### src/rtl/tick_key_conditioner_if.sv
// Bundles the mode/key inputs and pulse outputs of tick_key_conditioner.
// master drives the raw inputs; slave is the conditioner itself.
interface tick_key_conditioner_if;
  logic Run;
  logic Key_Add_N;
  logic Key_Sub_N;
  logic Tick_out;
  logic Add;
  logic Subtract;

  modport master (
    output Run, Key_Add_N, Key_Sub_N,
    input  Tick_out, Add, Subtract
  );

  modport slave (
    input  Run, Key_Add_N, Key_Sub_N,
    output Tick_out, Add, Subtract
  );
endinterface

### src/rtl/tick_key_conditioner.sv
// 1 Hz tick prescaler plus debounced, auto-repeating Add/Subtract key pulses.
// At most one of Tick_out, Add and Subtract is high in any cycle.
module tick_key_conditioner #(
  parameter int unsigned CLK_DIV         = 50_000_000,
  parameter int unsigned DEBOUNCE_CYCLES = 1_000_000,
  parameter int unsigned REPEAT_DELAY    = 25_000_000,
  parameter int unsigned REPEAT_PERIOD   = 10_000_000
) (
  input logic                   Clk_50MHz,
  input logic                   Reset_N,
  tick_key_conditioner_if.slave bus
);

  localparam int unsigned REP_MAX = (REPEAT_DELAY > REPEAT_PERIOD) ? REPEAT_DELAY : REPEAT_PERIOD;
  localparam int unsigned DIV_W   = $clog2(CLK_DIV);
  localparam int unsigned DEB_W   = $clog2((DEBOUNCE_CYCLES > 2) ? DEBOUNCE_CYCLES : 2);
  localparam int unsigned REP_W   = $clog2((REP_MAX > 2) ? REP_MAX : 2);

  localparam logic [DIV_W-1:0] DIV_LAST = DIV_W'(CLK_DIV - 1);
  localparam logic [DEB_W-1:0] DEB_LAST = DEB_W'(DEBOUNCE_CYCLES - 1);
  localparam logic [REP_W-1:0] RD_LAST  = REP_W'(REPEAT_DELAY - 1);
  localparam logic [REP_W-1:0] RP_LAST  = REP_W'(REPEAT_PERIOD - 1);

  typedef enum logic [1:0] {
    RELEASED,
    DEB_PRESS,
    PRESSED,
    DEB_RELEASE
  } key_state_t;

  // Index 0 is the Add key, index 1 the Subtract key.
  logic [1:0]       sync1_q, sync2_q;
  key_state_t       state_q [2];
  key_state_t       state_d [2];
  logic [DEB_W-1:0] deb_q [2];
  logic [DEB_W-1:0] deb_d [2];
  logic [REP_W-1:0] rep_q [2];
  logic [REP_W-1:0] rep_d [2];
  logic [1:0]       armed_q, armed_d;
  logic [1:0]       press_ev, rep_ev;

  logic [DIV_W-1:0] div_q, div_d;
  logic             pend_q, pend_d;
  logic [1:0]       defer_q, defer_d;
  logic             tick_req, both_held, add_ev, sub_ev;
  logic [1:0]       cand;
  logic             tick_d, add_d, sub_d;

  always_ff @(posedge Clk_50MHz) begin
    if (!Reset_N) begin
      sync1_q      <= 2'b11;
      sync2_q      <= 2'b11;
      armed_q      <= 2'b00;
      div_q        <= '0;
      pend_q       <= 1'b0;
      defer_q      <= 2'b00;
      bus.Tick_out <= 1'b0;
      bus.Add      <= 1'b0;
      bus.Subtract <= 1'b0;
      for (int k = 0; k < 2; k++) begin
        state_q[k] <= RELEASED;
        deb_q[k]   <= '0;
        rep_q[k]   <= '0;
      end
    end else begin
      sync1_q      <= {bus.Key_Sub_N, bus.Key_Add_N};
      sync2_q      <= sync1_q;
      armed_q      <= armed_d;
      div_q        <= div_d;
      pend_q       <= pend_d;
      defer_q      <= defer_d;
      bus.Tick_out <= tick_d;
      bus.Add      <= add_d;
      bus.Subtract <= sub_d;
      for (int k = 0; k < 2; k++) begin
        state_q[k] <= state_d[k];
        deb_q[k]   <= deb_d[k];
        rep_q[k]   <= rep_d[k];
      end
    end
  end

  // armed_q marks that the initial hold delay has passed; later repeats use the shorter period.
  always_comb begin
    press_ev = 2'b00;
    rep_ev   = 2'b00;
    armed_d  = armed_q;
    for (int k = 0; k < 2; k++) begin
      state_d[k] = state_q[k];
      deb_d[k]   = deb_q[k];
      rep_d[k]   = rep_q[k];
      case (state_q[k])
        RELEASED: begin
          if (!sync2_q[k]) begin
            state_d[k] = DEB_PRESS;
            deb_d[k]   = '0;
          end
        end
        DEB_PRESS: begin
          if (sync2_q[k]) begin
            state_d[k] = RELEASED;
          end else if (deb_q[k] == DEB_LAST) begin
            state_d[k]  = PRESSED;
            press_ev[k] = 1'b1;
            rep_d[k]    = '0;
            armed_d[k]  = 1'b0;
          end else begin
            deb_d[k] = deb_q[k] + DEB_W'(1);
          end
        end
        PRESSED: begin
          if (sync2_q[k]) begin
            state_d[k] = DEB_RELEASE;
            deb_d[k]   = '0;
          end else if (rep_q[k] == (armed_q[k] ? RP_LAST : RD_LAST)) begin
            rep_ev[k]  = 1'b1;
            rep_d[k]   = '0;
            armed_d[k] = 1'b1;
          end else begin
            rep_d[k] = rep_q[k] + REP_W'(1);
          end
        end
        DEB_RELEASE: begin
          if (!sync2_q[k]) begin
            state_d[k] = PRESSED;
            rep_d[k]   = '0;
            armed_d[k] = 1'b1;
          end else if (deb_q[k] == DEB_LAST) begin
            state_d[k] = RELEASED;
          end else begin
            deb_d[k] = deb_q[k] + DEB_W'(1);
          end
        end
        default: state_d[k] = RELEASED;
      endcase
    end
  end

  // Add wins every same-cycle conflict; repeats are muted while both keys are held.
  always_comb begin
    both_held = (state_q[0] inside {PRESSED, DEB_RELEASE}) &&
                (state_q[1] inside {PRESSED, DEB_RELEASE});
    add_ev    = press_ev[0] | (rep_ev[0] & ~both_held);
    sub_ev    = (press_ev[1] | (rep_ev[1] & ~both_held)) & ~add_ev;
    cand      = (defer_q != 2'b00) ? defer_q : {sub_ev, add_ev};
  end

  // A tick colliding with a key pulse goes out one cycle late; the prescaler phase is untouched.
  always_comb begin
    tick_req = bus.Run && (div_q == DIV_LAST);
    div_d    = (!bus.Run || tick_req) ? '0 : div_q + DIV_W'(1);
    tick_d   = 1'b0;
    add_d    = 1'b0;
    sub_d    = 1'b0;
    pend_d   = 1'b0;
    defer_d  = 2'b00;
    if (pend_q && bus.Run) begin
      tick_d  = 1'b1;
      defer_d = cand;
    end else if (tick_req && (cand != 2'b00)) begin
      add_d  = cand[0];
      sub_d  = cand[1];
      pend_d = 1'b1;
    end else begin
      tick_d = tick_req;
      add_d  = cand[0];
      sub_d  = cand[1];
    end
  end

endmodule

### src/flat_wrapper.sv
// flat-port wrapper written by rule: the top's interface ports become plain ports
module tick_key_conditioner_flat 
#(
  parameter int unsigned CLK_DIV         = 50_000_000,
  parameter int unsigned DEBOUNCE_CYCLES = 1_000_000,
  parameter int unsigned REPEAT_DELAY    = 25_000_000,
  parameter int unsigned REPEAT_PERIOD   = 10_000_000
)
  (Clk_50MHz, Reset_N, bus_Run, bus_Key_Add_N, bus_Key_Sub_N, bus_Tick_out, bus_Add, bus_Subtract);
  tick_key_conditioner_if bus_i ();
  input logic Clk_50MHz;
  input logic Reset_N;
  input wire logic [$bits(bus_i.Run)-1:0] bus_Run;
  input wire logic [$bits(bus_i.Key_Add_N)-1:0] bus_Key_Add_N;
  input wire logic [$bits(bus_i.Key_Sub_N)-1:0] bus_Key_Sub_N;
  output wire logic [$bits(bus_i.Tick_out)-1:0] bus_Tick_out;
  output wire logic [$bits(bus_i.Add)-1:0] bus_Add;
  output wire logic [$bits(bus_i.Subtract)-1:0] bus_Subtract;
  assign bus_i.Run = bus_Run;
  assign bus_i.Key_Add_N = bus_Key_Add_N;
  assign bus_i.Key_Sub_N = bus_Key_Sub_N;
  assign bus_Tick_out = bus_i.Tick_out;
  assign bus_Add = bus_i.Add;
  assign bus_Subtract = bus_i.Subtract;
  tick_key_conditioner #(.CLK_DIV(CLK_DIV), .DEBOUNCE_CYCLES(DEBOUNCE_CYCLES), .REPEAT_DELAY(REPEAT_DELAY), .REPEAT_PERIOD(REPEAT_PERIOD)) u_core (.Clk_50MHz(Clk_50MHz), .Reset_N(Reset_N), .bus(bus_i));
endmodule
### config.mk
export PLATFORM = sky130hd
export DESIGN_NAME = tick_key_conditioner_flat
export DESIGN_NICKNAME = d
export VERILOG_FILES = /design/src/rtl/tick_key_conditioner_if.sv /design/src/rtl/tick_key_conditioner.sv /design/src/flat_wrapper.sv
export SDC_FILE = /design/constraint.sdc
export NUM_CORES = 1
export LEC_CHECK = 0
export BUFFER_PORTS_ARGS = -buffer_cell sky130_fd_sc_hd__buf_2
export CORE_ASPECT_RATIO = 0.8
export CORE_MARGIN = 4
export CORE_UTILIZATION = 45
export DETAILED_ROUTE_END_ITERATION = 7
export PLACE_DENSITY_LB_ADDON = 0.3
export SYNTH_ARGS = -nofsm -noshare
export SYNTH_HDL_FRONTEND = slang
export SYNTH_SLANG_ARGS = --single-unit
### constraint.sdc
create_clock -name Clk_50MHz -period 6.5 [get_ports Clk_50MHz]
set_clock_uncertainty 0.05 [all_clocks]
set_input_delay 0.325 -clock Clk_50MHz [delete_from_list [all_inputs] [get_ports Clk_50MHz]]
set_output_delay 0.325 -clock Clk_50MHz [all_outputs]
set_load 0.01 [all_outputs]
==> Yosys cells after proc, flatten, opt, wreduce, memory -nomap -nowiden <==
Memory sizes are Yosys's and may differ from the RTL's.
Index checks and enable logic that the tools add are counted.
{ "totals": {"register_bits": 38, "mem_bits_rw": 94, "romBits": 0, "mem_count": 3, "output_inout_bits": 3, "latchBits": 0} }
{ "classes": {"n_shift": 0, "div": 0, "n_lt_le_gt_ge": 0, "n_mux": 76, "eq_ne": 21, "n_addsub": 5, "n_mul": 0, "bitwise_logic": 14, "reduce_logical": 19} }
{ "mem_list": {"columns": ["memory", "words", "width", "rd", "rd_clocked_by_memory_dff", "wr", "line", "rtl"], "rows": [
  ["u_core.rep_q", 2, 25, 2, 0, 2, "tick_key_conditioner.sv:37", "logic [REP_W-1:0] rep_q [2];"],
  ["u_core.deb_q", 2, 20, 2, 0, 2, "tick_key_conditioner.sv:35", "logic [DEB_W-1:0] deb_q [2];"],
  ["u_core.state_q", 2, 2, 2, 0, 2, "tick_key_conditioner.sv:33", "key_state_t state_q [2];"]
]} }
{ "op_table": {"columns": ["cell", "n"], "rows": [
  ["two-way mux 25 bit", 14],
  ["two-way mux 20 bit", 12],
  ["one-hot mux 20 bit (4 select lines)", 2],
  ["one-hot mux 25 bit (3 select lines)", 2],
  ["adder 25 x 1 -> 25 bit (second input constant)", 2],
  ["== test 25 bit", 2],
  ["adder 20 x 1 -> 20 bit (second input constant)", 2],
  ["== test 20 bit (second input constant)", 2],
  ["two-way mux 2 bit", 15],
  ["two-way mux 1 bit", 27],
  ["adder 26 x 1 -> 26 bit (second input constant)", 1],
  ["== test 26 bit (second input constant)", 1],
  ["one-hot mux 2 bit (4 select lines)", 2],
  ["inequality test 2 bit (second input constant)", 6],
  ["AND reduction 6 bit", 2],
  ["== test 2 bit (second input constant)", 4],
  ["inequality test 2 x 1 -> 1 bit (second input constant)", 4],
  ["OR 1 bit", 8],
  ["nonzero test 2 bit", 4],
  ["one-hot mux 1 bit (3 select lines)", 2],
  ["nonzero test 3 bit", 2],
  ["== test 2 x 1 -> 1 bit (second input constant)", 2],
  ["logical AND 1 bit", 4],
  ["zero test 2 bit", 2],
  ["other kinds (6)", 11]
]} }

==> Depth between registers and ports, before layout <==
Gate-level depths: netlist of run 1.
{ "logic_depth": {"depth_word": 14, "ltp_mapped": 9, "ltp_nobuf": 7} }

==> Worst setup path before layout of run 1 <==
OpenSTA, ideal clock, no wires.
{ "synth_path": {"kind": "register to register", "from": "mem u_core.deb_q[0][8] (netlist name)", "to": "mem u_core.rep_q[0][21] (netlist name)", "required_time_ps": 6323, "path_stages_with_launch": 7, "setup_slack_ps": 4048, "synth_period_minus_slack_ps": 2452, "path_buffers": 0, "arrival_ps": 2275, "setup_ps": 127, "cell_sequence": "dfxtp_1 -> or4b_4 -> nor4_4 -> a31oi_2 -> or4_4 -> o41ai_2 -> a21oi_1"} }
{ "synth_rtl": {"columns": ["item", "line"], "rows": [
  ["start: declaration", "tick_key_conditioner.sv:35"],
  ["end: declaration", "tick_key_conditioner.sv:37"]
]} }

==> run_results.csv, run 1 <==
group,metric,value,unit
run_status,outcome,"completed",
yosys,yosysWarnings,0,
yosys,synth_top_family_by_area,"simple AND/OR/NAND/NOR gates",
power,pwr-share-seq,0.451,
final_layout,synthToLayoutAreaGrowth,12.1,%
clock_network,post_cts_buffers,0,
final_layout,drive_gt1_frac,0.0699,
yosys,synth-simple-area-share,0.326,
yosys,synth-compound-area-share,0.106,
yosys,synthCells,761,
sta,period_needed,3.02,ns
sta,tns,0,ns
clock_network,cts_hold_buffers,0,
worst_hold_path,hold_class,"in -> reg",
sta,slew_viol_final,0,
global_route,globalRoute.busiestLayer,"met2",
final_layout,n_fill_cell,1266,
job,drv_cap,0,
yosys,syn_avg_cell_area,8.32,um2
clock_network,cts_tree,"yes",
floorplan,fp.dieW,141,um
sta,setup_violations,0,
global_route,grt_antenna_before_repair,0,
clock_network,cts_sinks,132,
yosys,synth.distinct_cells,62,
route,drcViolationCount,0,
clock_network,htree_levels,4,
setup_path,start_kind,"flip-flop",
global_route,grt_pass1_vias,4908,
yosys,muxShareOfSynthArea,0.00158,
placement,hpwl,9090,um
setup_path,timing_worst_setup_path_type,"reg -> reg",
setup_path,worstSetupEndpointType,"flip-flop",
yosys,synth-edff-count,0,
route,wl_per_cell,14.0,um
floorplan,io_pins,8,
route,vias,5333,
yosys,synth_fa_ha_area_frac,0.00988,
power,p_switching,402,uW
global_route,grt.met1_usage,0.231,
sta,rsz0062_at_grt,"false",
final_layout,num-nets-final,769,
route,drt_iter0_drc,465,
sta,fmax,331,MHz
route,dr.pass1.iters,5,
floorplan,rows,38,
floorplan,dieArea,16000,um2
floorplan,start_util,0.462,
clock_network,cts_buffers,17,
placement,port_buffers,7,
placement,gp_congestion,0.869,
yosys,syn_area,6330,um2
yosys,syn-num-nets,771,
power,clockPowerShare,0.537,
setup_path,crit_required,6.70,ns
clock_network,cts.repair.resized,0,
power,p_leak,2.33,nW
route,ant_nets,0,
clock_network,clockBufferDepth,2,
yosys,seq_area_frac_synth,0.417,
final_layout,antenna_cells,0,
yosys,ys_async_sr_fraction,0,
global_route,grt_max_degree,27,
power,swShare,0.223,
floorplan,core_area,13700,um2
final_layout,utilization,0.518,
power,ir_worst_vdd,0.000247,V
sta,post-route-period-util,0.465,
setup_path,worstPathArrival,3.23,ns
global_route,grtUsageMet2,0.268,
global_route,grt_usage,0.173,
global_route,gr-total-overflow,0,
clock_network,root_buffer,"clkbuf_16",
power,powerDensity,254,nW/um2
yosys,synth_flop_cell,"dfxtp_1",
route,via_per_inst,5.60,
route,postRouteWirelength,13300,um
power,p_total,1.80,mW
global_route,grt_pass1_wl,22900,um
sta,max-slew-margin-rel,0.138,
sta,hold_viol,0,
yosys,synth_seq_cells,132,
clock_network,clock_latency,0.42,ns
power,combPwrFrac,0.012,
power,p_int,1.40,mW
setup_path,crit_fanout,25,
global_route,grt.met3_usage,0.0468,
yosys,synthXorXnorAreaFrac,0.112,
floorplan,die_h,114,um
sta,max_slew.worst_pin.slew,1.28,ns
clock_network,path_clk_slew,0.06,ns
[Yosys cell counts, types with 2 or more instances]
master	n	share of area
nand4_1	30	0.030
nand3_1	43	0.034
o211ai_1	3	0.0036
ha_1	5	0.0099
a22o_1	4	0.0055
nor3_1	22	0.017
or2_2	2	0.0020
and4b_1	2	0.0032
clkbuf_1	28	0.017
nor2b_1	7	0.0069
or3_1	17	0.017
xnor2_1	47	0.065
nor4bb_1	4	0.0063
and2_1	11	0.011
o21ai_1	2	0.0016
nand2b_1	10	0.0099
a22oi_1	2	0.0024
and4_1	8	0.011
a211oi_1	2	0.0024
nor4_1	22	0.022
a21o_1	4	0.0047
a21oi_1	30	0.024
nor4b_1	4	0.0055
a32oi_1	2	0.0028
a211o_1	2	0.0028
inv_1	15	0.0089
nand3b_1	6	0.0071
dfxtp_1	132	0.42
o21bai_1	2	0.0024
xor2_1	34	0.047
nor2_1	111	0.066
a31oi_1	10	0.0099
and3_1	23	0.023
nand2_1	59	0.035
o21ai_0	23	0.018
buf_2	3	0.0024
or4_1	2	0.0024
o31ai_1	4	0.0047
[state kept, by name, indices dropped and copies added, names as in the netlist, named ones only]
name and cells:
u_core.armed_q 2, u_core.bus.Add 1, u_core.bus.Subtract 1, u_core.bus.Tick_out 1, u_core.deb_q 40, u_core.defer_q 2, u_core.div_q 26, u_core.pend_q 1
u_core.rep_q 50, u_core.state_q 2, u_core.sync1_q 2, u_core.sync2_q 2
[power groups by stage]
stage               logic, mW  clock network [mW]  registers [mW]
finish                 0.0223               0.969           0.814
global route           0.0253                1.03           0.813
CTS                    0.0227               0.989           0.813
detailed placement     0.0225                   0           0.831
global placement       0.0221                   0           0.831
floorplan              0.0178                   0           0.830
[metrics by stage]
stage               cells  worst slack [ns]  hold slack [ns]  instance area [um2]
global placement      920              3.64            0.339                 6490
global route          952              3.18           0.0297                 7100
detailed placement    920              3.48            0.351                 6490
CTS                   952              3.48           0.0195                 7100
finish                952              3.48           0.0389                 7100
floorplan             761              4.05            0.336                 6330
[worst max-delay path: stages, from the launching register on]
cell,delay [ns]
dfxtp_1,0.44
or4b_2,0.60
nor4_1,0.40
o211ai_1,0.14
nor2b_1,0.26
o21ai_2,0.83
nor2_1,0.13
[final cells by class]
class / count / area [um2] / area share
Sequential cell: 132 / 2640 / 0.372
Clock buffer: 18 / 439 / 0.0619
Inverter: 15 / 56.3 / 0.00793
Timing Repair Buffer: 10 / 57.6 / 0.00811
Clock inverter: 14 / 165 / 0.0233
Tap cell: 180 / 225 / 0.0317
Multi-Input combinational cell: 583 / 3510 / 0.495
[logic make-up after synthesis]
group | Yosys count
AND/OR/NAND/NOR | 393
AO/OA/AOI/OAI | 103
multiplexers | 1
XOR/XNOR | 81
adder cells (fa/ha/maj) | 5
flip-flops | 132
buffers and inverters | 46
[placed cells by master (no fill, tap or decap), drive strengths merged, types with 3 or more instances in the layout]
master | synthesis | layout
dfxtp | 132 | 132
nor2 | 111 | 111
nand2 | 59 | 59
xnor2 | 47 | 47
nand3 | 43 | 43
xor2 | 34 | 34
nand4 | 30 | 30
a21oi | 30 | 30
o21ai | 26 | 26
nor4 | 24 | 24
and3 | 23 | 23
nor3 | 22 | 22
inv | 15 | 22
clkbuf | 28 | 18
or3 | 17 | 17
and2 | 11 | 11
a31oi | 11 | 11
nand2b | 10 | 10
buf | 3 | 10
and4 | 8 | 8
nor2b | 7 | 7
nand3b | 6 | 6
ha | 5 | 5
a21o | 4 | 4
nor4bb | 4 | 4
nor4b | 4 | 4
o31ai | 4 | 4
a22o | 4 | 4
clkinv | 0 | 4
o211ai | 3 | 3
or2 | 3 | 3
or4 | 3 | 3
[per-layer routing]
| layer | up-vias | routed length [um] |
|---|---|---|
| li1 | 2715 | - |
| met1 | 2524 | 6610 |
| met2 | 80 | 6090 |
| met3 | 14 | 439 |
| met4 | 0 | 181 |
| met5 | - | 0 |
[final timing paths]
kind / from / endpoint / slack (ns) / cells past startpoint
setup / recovery: u_core.rep_q[0][12] / u_core.rep_q[0][16] / 3.48 / 6
hold / removal: bus_Key_Sub_N / u_core.sync1_q[1] / 0.04 / 2
setup reg to reg: u_core.rep_q[0][12] / u_core.rep_q[0][16] / 3.48 / 6
hold reg to reg: u_core.sync1_q[0] / u_core.sync2_q[0] / 0.36 / 1
Note: power is estimated with default switching activity, not from simulation.
==> run 2, diff against run 1 <==
ABC_AREA = 1   (was default)
clock period = 2.7 ns   (was 6.5 ns; I/O delays follow)
==> run 2 against run 1 <==
  * Synthesized cell count increased by 64%
  * Utilization shrank 0.30 points
  * Worst hold slack gained 0.031 ns
  * Maximum frequency grew 31%
  * Non-clock buffer count grew 10
  * Sequential share of layout area shrank 6.7 points
==> run_results.csv, run 2 <==
group,metric,value,unit
run_status,outcome,"completed",
yosys,synthCells,1246,
power,pwr-share-seq,0.452,
yosys,synth_seq_cells,132,
route,ant_nets,0,
sta,setup_violations,0,
clock_network,htree_levels,4,
yosys,synth.top_cell.area_share,0.337,
setup_path,critPathBufInv,2,
power,clockPowerShare,0.528,
setup_path,max_stage_delay,0.44,ns
worst_hold_path,hp-start,"Reset_N",
power,powerDensity,500,nW/um2
yosys,syn-num-nets,1256,
floorplan,core_area,16800,um2
clock_network,cts_buffers,17,
yosys,synthXorXnorAreaFrac,0.0413,
yosys,yosysWarnings,0,
placement,place_inst,1455,
global_route,grt_pass1_wl,31900,um
power,swShare,0.259,
setup_path,cpMaxStageDelayCell,"a21oi_2",
power,p_switching,1.12,mW
clock_network,cts_sinks,132,
sta,fin_hold_ws,0.0695,ns
power,p_int,3.21,mW
setup_path,worstSetupEndpointType,"flip-flop",
final_layout,antenna_cells,0,
setup_path,crit_fanout,18,
final_layout,synthToLayoutAreaGrowth,10.5,%
clock_network,cts_hold_buffers,3,
sta,tns,0,ns
yosys,muxShareOfSynthArea,0,
yosys,ys_async_sr_fraction,0,
sta,rsz0062_at_grt,"false",
clock_network,clock_latency,0.43,ns
clock_network,clockBufferDepth,2,
final_layout,largest_register_ffs,50,
job,drv_cap,0,
yosys,synth.most_common_cell,"nand2_1",
placement,port_buffers,7,
final_layout,reg_top3,"u_core.rep_q: 50 flops, u_core.deb_q: 40 flops, u_core.div_q: 26 flops",
global_route,grt_antenna_before_repair,0,
clock_network,cts.repair.resized,0,
sta,fmax,433,MHz
setup_path,worstPathArrival,2.63,ns
clock_network,cts_tree,"yes",
yosys,synth-edff-count,0,
route,drt_iter0_drc,781,
clock_network,root_buffer,"clkbuf_16",
power,combPwrFrac,0.020,
power,p_leak,3.29,nW
yosys,seq_area_frac_synth,0.337,
route,via_per_inst,5.20,
route,postRouteWirelength,19100,um
route,dr.pass1.iters,5,
yosys,synth_flop_cell,"dfxtp_1",
final_layout,num-nets-final,1267,
placement,gp_congestion,0.942,
final_layout,drive_gt1_frac,0.0717,
floorplan,rows,42,
yosys,syn_area,7850,um2
floorplan,fp.dieW,156,um
yosys,synth_top_family_by_area,"simple AND/OR/NAND/NOR gates",
yosys,yosys.area.top_type,"dfxtp_1",
setup_path,timing_worst_setup_path_type,"reg -> reg",
yosys,synth-compound-area-share,0.0847,
route,vias,7755,
final_layout,fin_cells,1490,
global_route,grt_max_degree,42,
floorplan,io_pins,8,
power,p_total,4.33,mW
global_route,gr-total-overflow,0,
route,wl_per_cell,12.8,um
yosys,syn_avg_cell_area,6.30,um2
floorplan,dieArea,19600,um2
setup_path,crit_required,3.02,ns
setup_path,reg2reg_from,"u_core.deb_q[0][20]",
sta,period_needed,2.31,ns
sta,max_slew.worst_pin.slew,0.641,ns
setup_path,critPathTopFamily,"simple AND/OR/NAND/NOR gates",
global_route,grt_pass1_vias,6653,
sta,hold_viol,0,
setup_path,crit_chain,"ha_1 > nand2_1 > inv_1 > nand2_1 > nor2_1 > nand3_2 > nand2_2 > nand2_2 > inv_2 > a21oi_2 > o21ai_0 > nor2_1",
sta,max-slew-margin-rel,0.573,
worst_hold_path,hold_class,"in -> reg",
sta,post-route-period-util,0.856,
yosys,synth-simple-area-share,0.430,
power,ir_worst_vdd,0.000352,V
sta,slew_viol_final,0,
final_layout,layout_commonest_cell,"nand2_1",
floorplan,die_h,126,um
global_route,grt_usage,0.196,
final_layout,layout_common_cells,"nand2_1 (328), nor2_1 (187), inv_1 (152), dfxtp_1 (132), nand3_1 (98)",
yosys,synth_fa_ha_area_frac,0.00797,
clock_network,path_clk_slew,0.07,ns
yosys,synthTopCellsByCount,"nand2_1 (328), nor2_1 (187), inv_1 (152)",
placement,hpwl,14000,um
floorplan,start_util,0.467,
route,drcViolationCount,0,
setup_path,crit_start,"u_core.deb_q[0][20]",
setup_path,start_kind,"flip-flop",
final_layout,largest_register,"u_core.rep_q",
yosys,synth.distinct_cells,41,
yosys,ys_top_cells_by_area,"dfxtp_1 (34%), nand2_1 (16%), nor2_1 (8.9%)",
clock_network,post_cts_buffers,0,
-- run 2: cell count changes after synthesis, moves of 22 or more --
cell / delta
a21oi_1: +44
and3_1: -22
inv_1: +137
nand2_1: +269
nand3_1: +55
nor2_1: +76
nor3_1: +22
xnor2_1: -39
-- run 2: layout make-up --
cell class | count | area (um2)
timing repair buffer | 20 | 140
fill | 1658 | 8150
tap | 220 | 275
clock inverter | 15 | 159
sequential | 132 | 2640
multi-input combinational | 926 | 4430
clock buffer | 17 | 425
inverter | 160 | 601
-- run 2: power groups by stage --
stage | Sequential, mW | Combinational (mW) | Clock (mW)
after CTS | 1.96 | 0.0862 | 2.34
final | 1.96 | 0.0866 | 2.29
after global routing | 1.96 | 0.0964 | 2.43
after global placement | 2.00 | 0.0823 | 0
after floorplan | 2.00 | 0.0599 | 0
after detailed placement | 2.00 | 0.0829 | 0
-- run 2: path summary, 6_finish.rpt --
path                         end  slack (ns)  cells past startpoint
max          u_core.rep_q[0][33]        0.39                     12
min          u_core.rep_q[0][11]        0.07                      3
max reg2reg  u_core.rep_q[0][33]        0.39                     12
min reg2reg    u_core.sync2_q[0]        0.40                      1
-- run 2: kinds of logic (layout without fill, tap and decap cells) --
group | after synthesis | in the layout
AOI/OAI and AO/OA | 120 | 120
xor gates and xnor gates | 37 | 37
adders and majority gates | 5 | 5
buffers and inverters | 188 | 212
DFF | 132 | 132
and+or+nand+nor | 764 | 764
-- run 2: routing by layer --
layer	vias up	wire length (um)	GRT usage
met2	219	7820	0.277
met4	0	147	0.0422
met3	13	1270	0.0497
met5	-	0	0
li1	4034	-	-
met1	3489	9880	0.298
-- run 2: through the flow --
stage / util / cell area (um2) / setup WS [ns]
final: 0.515 / 8670 / 0.388
after CTS: 0.515 / 8670 / 0.425
after floorplan: - / 7850 / 0.858
after global routing: 0.515 / 8670 / 0.134
after global placement: 0.479 / 8050 / 0.478
after detailed placement: 0.479 / 8050 / 0.449
-- run 2: worst reg2reg max path, delay by kind of cell (launching register included) --
family / cells / cell delay (ns)
flops: 1 / 0.36
fa+ha+maj: 1 / 0.26
compound gates: 2 / 0.61
simple gates: 7 / 0.73
buf+inv: 2 / 0.25
==> run 3, diff against run 2 <==
CORE_UTILIZATION = 58   (was 45)
GPL_TIMING_DRIVEN = 0   (was default)
==> run 3 against run 2 <==
  * Utilization grew 16 points
  * Via count grew 4.8%
  * Maximum frequency shrank 2.9%
  * Combinational power grew 13%
  * Worst hold slack lost 0.059 ns
  * First-iteration DRC count grew 15%
  * Sequential share of layout area shrank 0.32 points
  * Final cell count shrank 1.8%
  * Clock-buffer cell count grew 7
  * Flip-flop and latch count is the same
  * Register-to-register slack lost 0.07 ns
  * Final area grew 1.1%
  * Critical endpoint is now u_core.div_q[13]
  * Largest cell class unchanged
  * Highest routed layer unchanged
==> run_results.csv, run 3 (synthesis gave the netlist of run 2 again) <==
group,metric,value,unit
setup_path,rr_endpoint,"u_core.div_q[13]",
setup_path,worstSetupEndpointType,"flip-flop",
final_layout,num-nets-final,1285,
setup_path,regToRegSetupSlack,0.32,ns
floorplan,die_h,112,um
floorplan,rows,37,
run_status,outcome,"completed",
route,postRouteWirelength,19800,um
worst_hold_path,min_to,"u_core.bus.Tick_out",
setup_path,r2r_cells,9,
placement,hpwl,14300,um
worst_hold_path,holdPathStages,3,
worst_hold_path,hold_class,"in -> reg",
power,ir_worst_vdd,0.000429,V
sta,fmax,420,MHz
sta,hold_viol,0,
clock_network,cts_tree,"yes",
sta,fin_ws,0.318,ns
global_route,grt_antenna_before_repair,0,
clock_network,clockBufferDepth,2,
floorplan,fp.dieW,138,um
floorplan,dieArea,15500,um2
route,ant_nets,0,
sta,slew_viol_final,0,
global_route,grt_usage,0.256,
setup_path,worstPathArrival,2.63,ns
final_layout,layout_commonest_cell,"nand2_1",
route,drcViolationCount,0,
final_layout,drive_gt1_frac,0.0776,
global_route,gr-total-overflow,0,
sta,max-slew-margin-rel,0.558,
floorplan,io_pins,8,
setup_path,reg2reg_from,"u_core.div_q[0]",
setup_path,start_kind,"flip-flop",
final_layout,largest_register,"u_core.rep_q",
job,drv_cap,0,
route,wl_per_cell,13.5,um
sta,period_needed,2.38,ns
route,via_per_inst,5.56,
clock_network,path_clk_slew,0.05,ns
setup_path,timing_worst_setup_path_type,"reg -> reg",
power,p_leak,3.38,nW
sta,post-route-period-util,0.882,
worst_hold_path,hp-start,"bus_Run",
global_route,grt_max_degree,17,
placement,port_buffers,7,
final_layout,reg_top3,"u_core.rep_q: 50 flops, u_core.deb_q: 40 flops, u_core.div_q: 26 flops",
clock_network,htree_levels,4,
clock_network,root_buffer,"clkbuf_16",
route,drt_iter0_drc,899,
final_layout,antenna_cells,0,
setup_path,crit_start,"u_core.div_q[0]",
clock_network,cts_buffers,17,
global_route,grt_pass1_wl,33400,um
final_layout,layout_common_cells,"nand2_1 (328), nor2_1 (187), inv_1 (152), dfxtp_1 (132), nand3_1 (98)",
clock_network,clock_latency,0.42,ns
sta,rsz0062_at_grt,"false",
setup_path,crit_required,2.95,ns
setup_path,crit_fanout,10,
sta,max_slew.worst_pin.slew,0.663,ns
final_layout,largest_register_ffs,50,
floorplan,start_util,0.601,
sta,tns,0,ns
power,powerDensity,512,nW/um2
global_route,grt_pass1_vias,7285,
floorplan,core_area,13100,um2
placement,pre_cts_ws,0.413,ns
clock_network,cts_sinks,132,
route,vias,8130,
route,dr.pass1.iters,6,
placement,gp_congestion,0.981,
sta,setup_violations,0,
final_layout,synthToLayoutAreaGrowth,11.7,%
-- run 3: cell types whose count changed in the layout (fill, tap and decap cells not counted), sizes merged --
cell,delta
clkbuf,+14
buf,+11
inv,-9
bufinv,+3
clkinv,-1
-- run 3: layout make-up --
cell class / count / area (um2)
Tap cell: 175 / 219
Fill cell: 1150 / 4290
Multi-Input combinational cell: 926 / 4430
Buffer: 28 / 176
Clock inverter: 8 / 120
Timing Repair Buffer: 10 / 65.1
Sequential cell: 132 / 2640
Clock buffer: 24 / 512
Inverter: 160 / 601
-- run 3: power by group --
part	total (mW)	internal [mW]	switching, mW
Sequential	1.96	1.95	0.00490
Clock	2.43	1.59	0.836
Combinational	0.0981	0.0249	0.0732
-- run 3: layer usage --
layer	up-vias	global-route usage	routed length [um]
met5	-	0	0
li1	4075	-	-
met2	332	0.395	8540
met1	3689	0.360	9490
met3	34	0.0579	1480
met4	0	0.0757	262
-- run 3: worst max-delay path by stage --
stage | endpoint | cells after the start
after global placement | u_core.div_q[13] | 9
after floorplan | u_core.rep_q[0][13] | 13
final | u_core.div_q[13] | 9
after CTS | u_core.div_q[8] | 9
after global routing | u_core.div_q[8] | 9
after detailed placement | u_core.div_q[8] | 9
-- run 3: per-stage QoR --
step                      power, mW  hold slack [ns]  utilization  cells  instance area, um2
after floorplan                2.06            0.192            -   1246                7850
after global placement         2.09            0.309        0.620   1428                8100
after detailed placement       2.09            0.310        0.620   1428                8100
after CTS                      4.51         0.000777        0.671   1463                8760
after global routing           4.62          0.00832        0.671   1463                8760
final                          4.49           0.0101        0.671   1463                8760
-- run 3: repair_timing --
action | 4_1_cts | 5_1_grt
hold buffers | 3 | 0
endpoints found under the hold margin | 4 | 0
buffers inserted | 0 | 0
resized for setup | 0 | 0
-- run 3: critical path, stage by stage, from the launching register on --
cell,delay [ns]
dfxtp_1,0.38
ha_1,0.19
nand2_1,0.07
nor2_1,0.15
nand3_1,0.15
nor4_1,0.48
nand2_1,0.19
nand3_2,0.23
buf_2,0.29
nor3_1,0.08
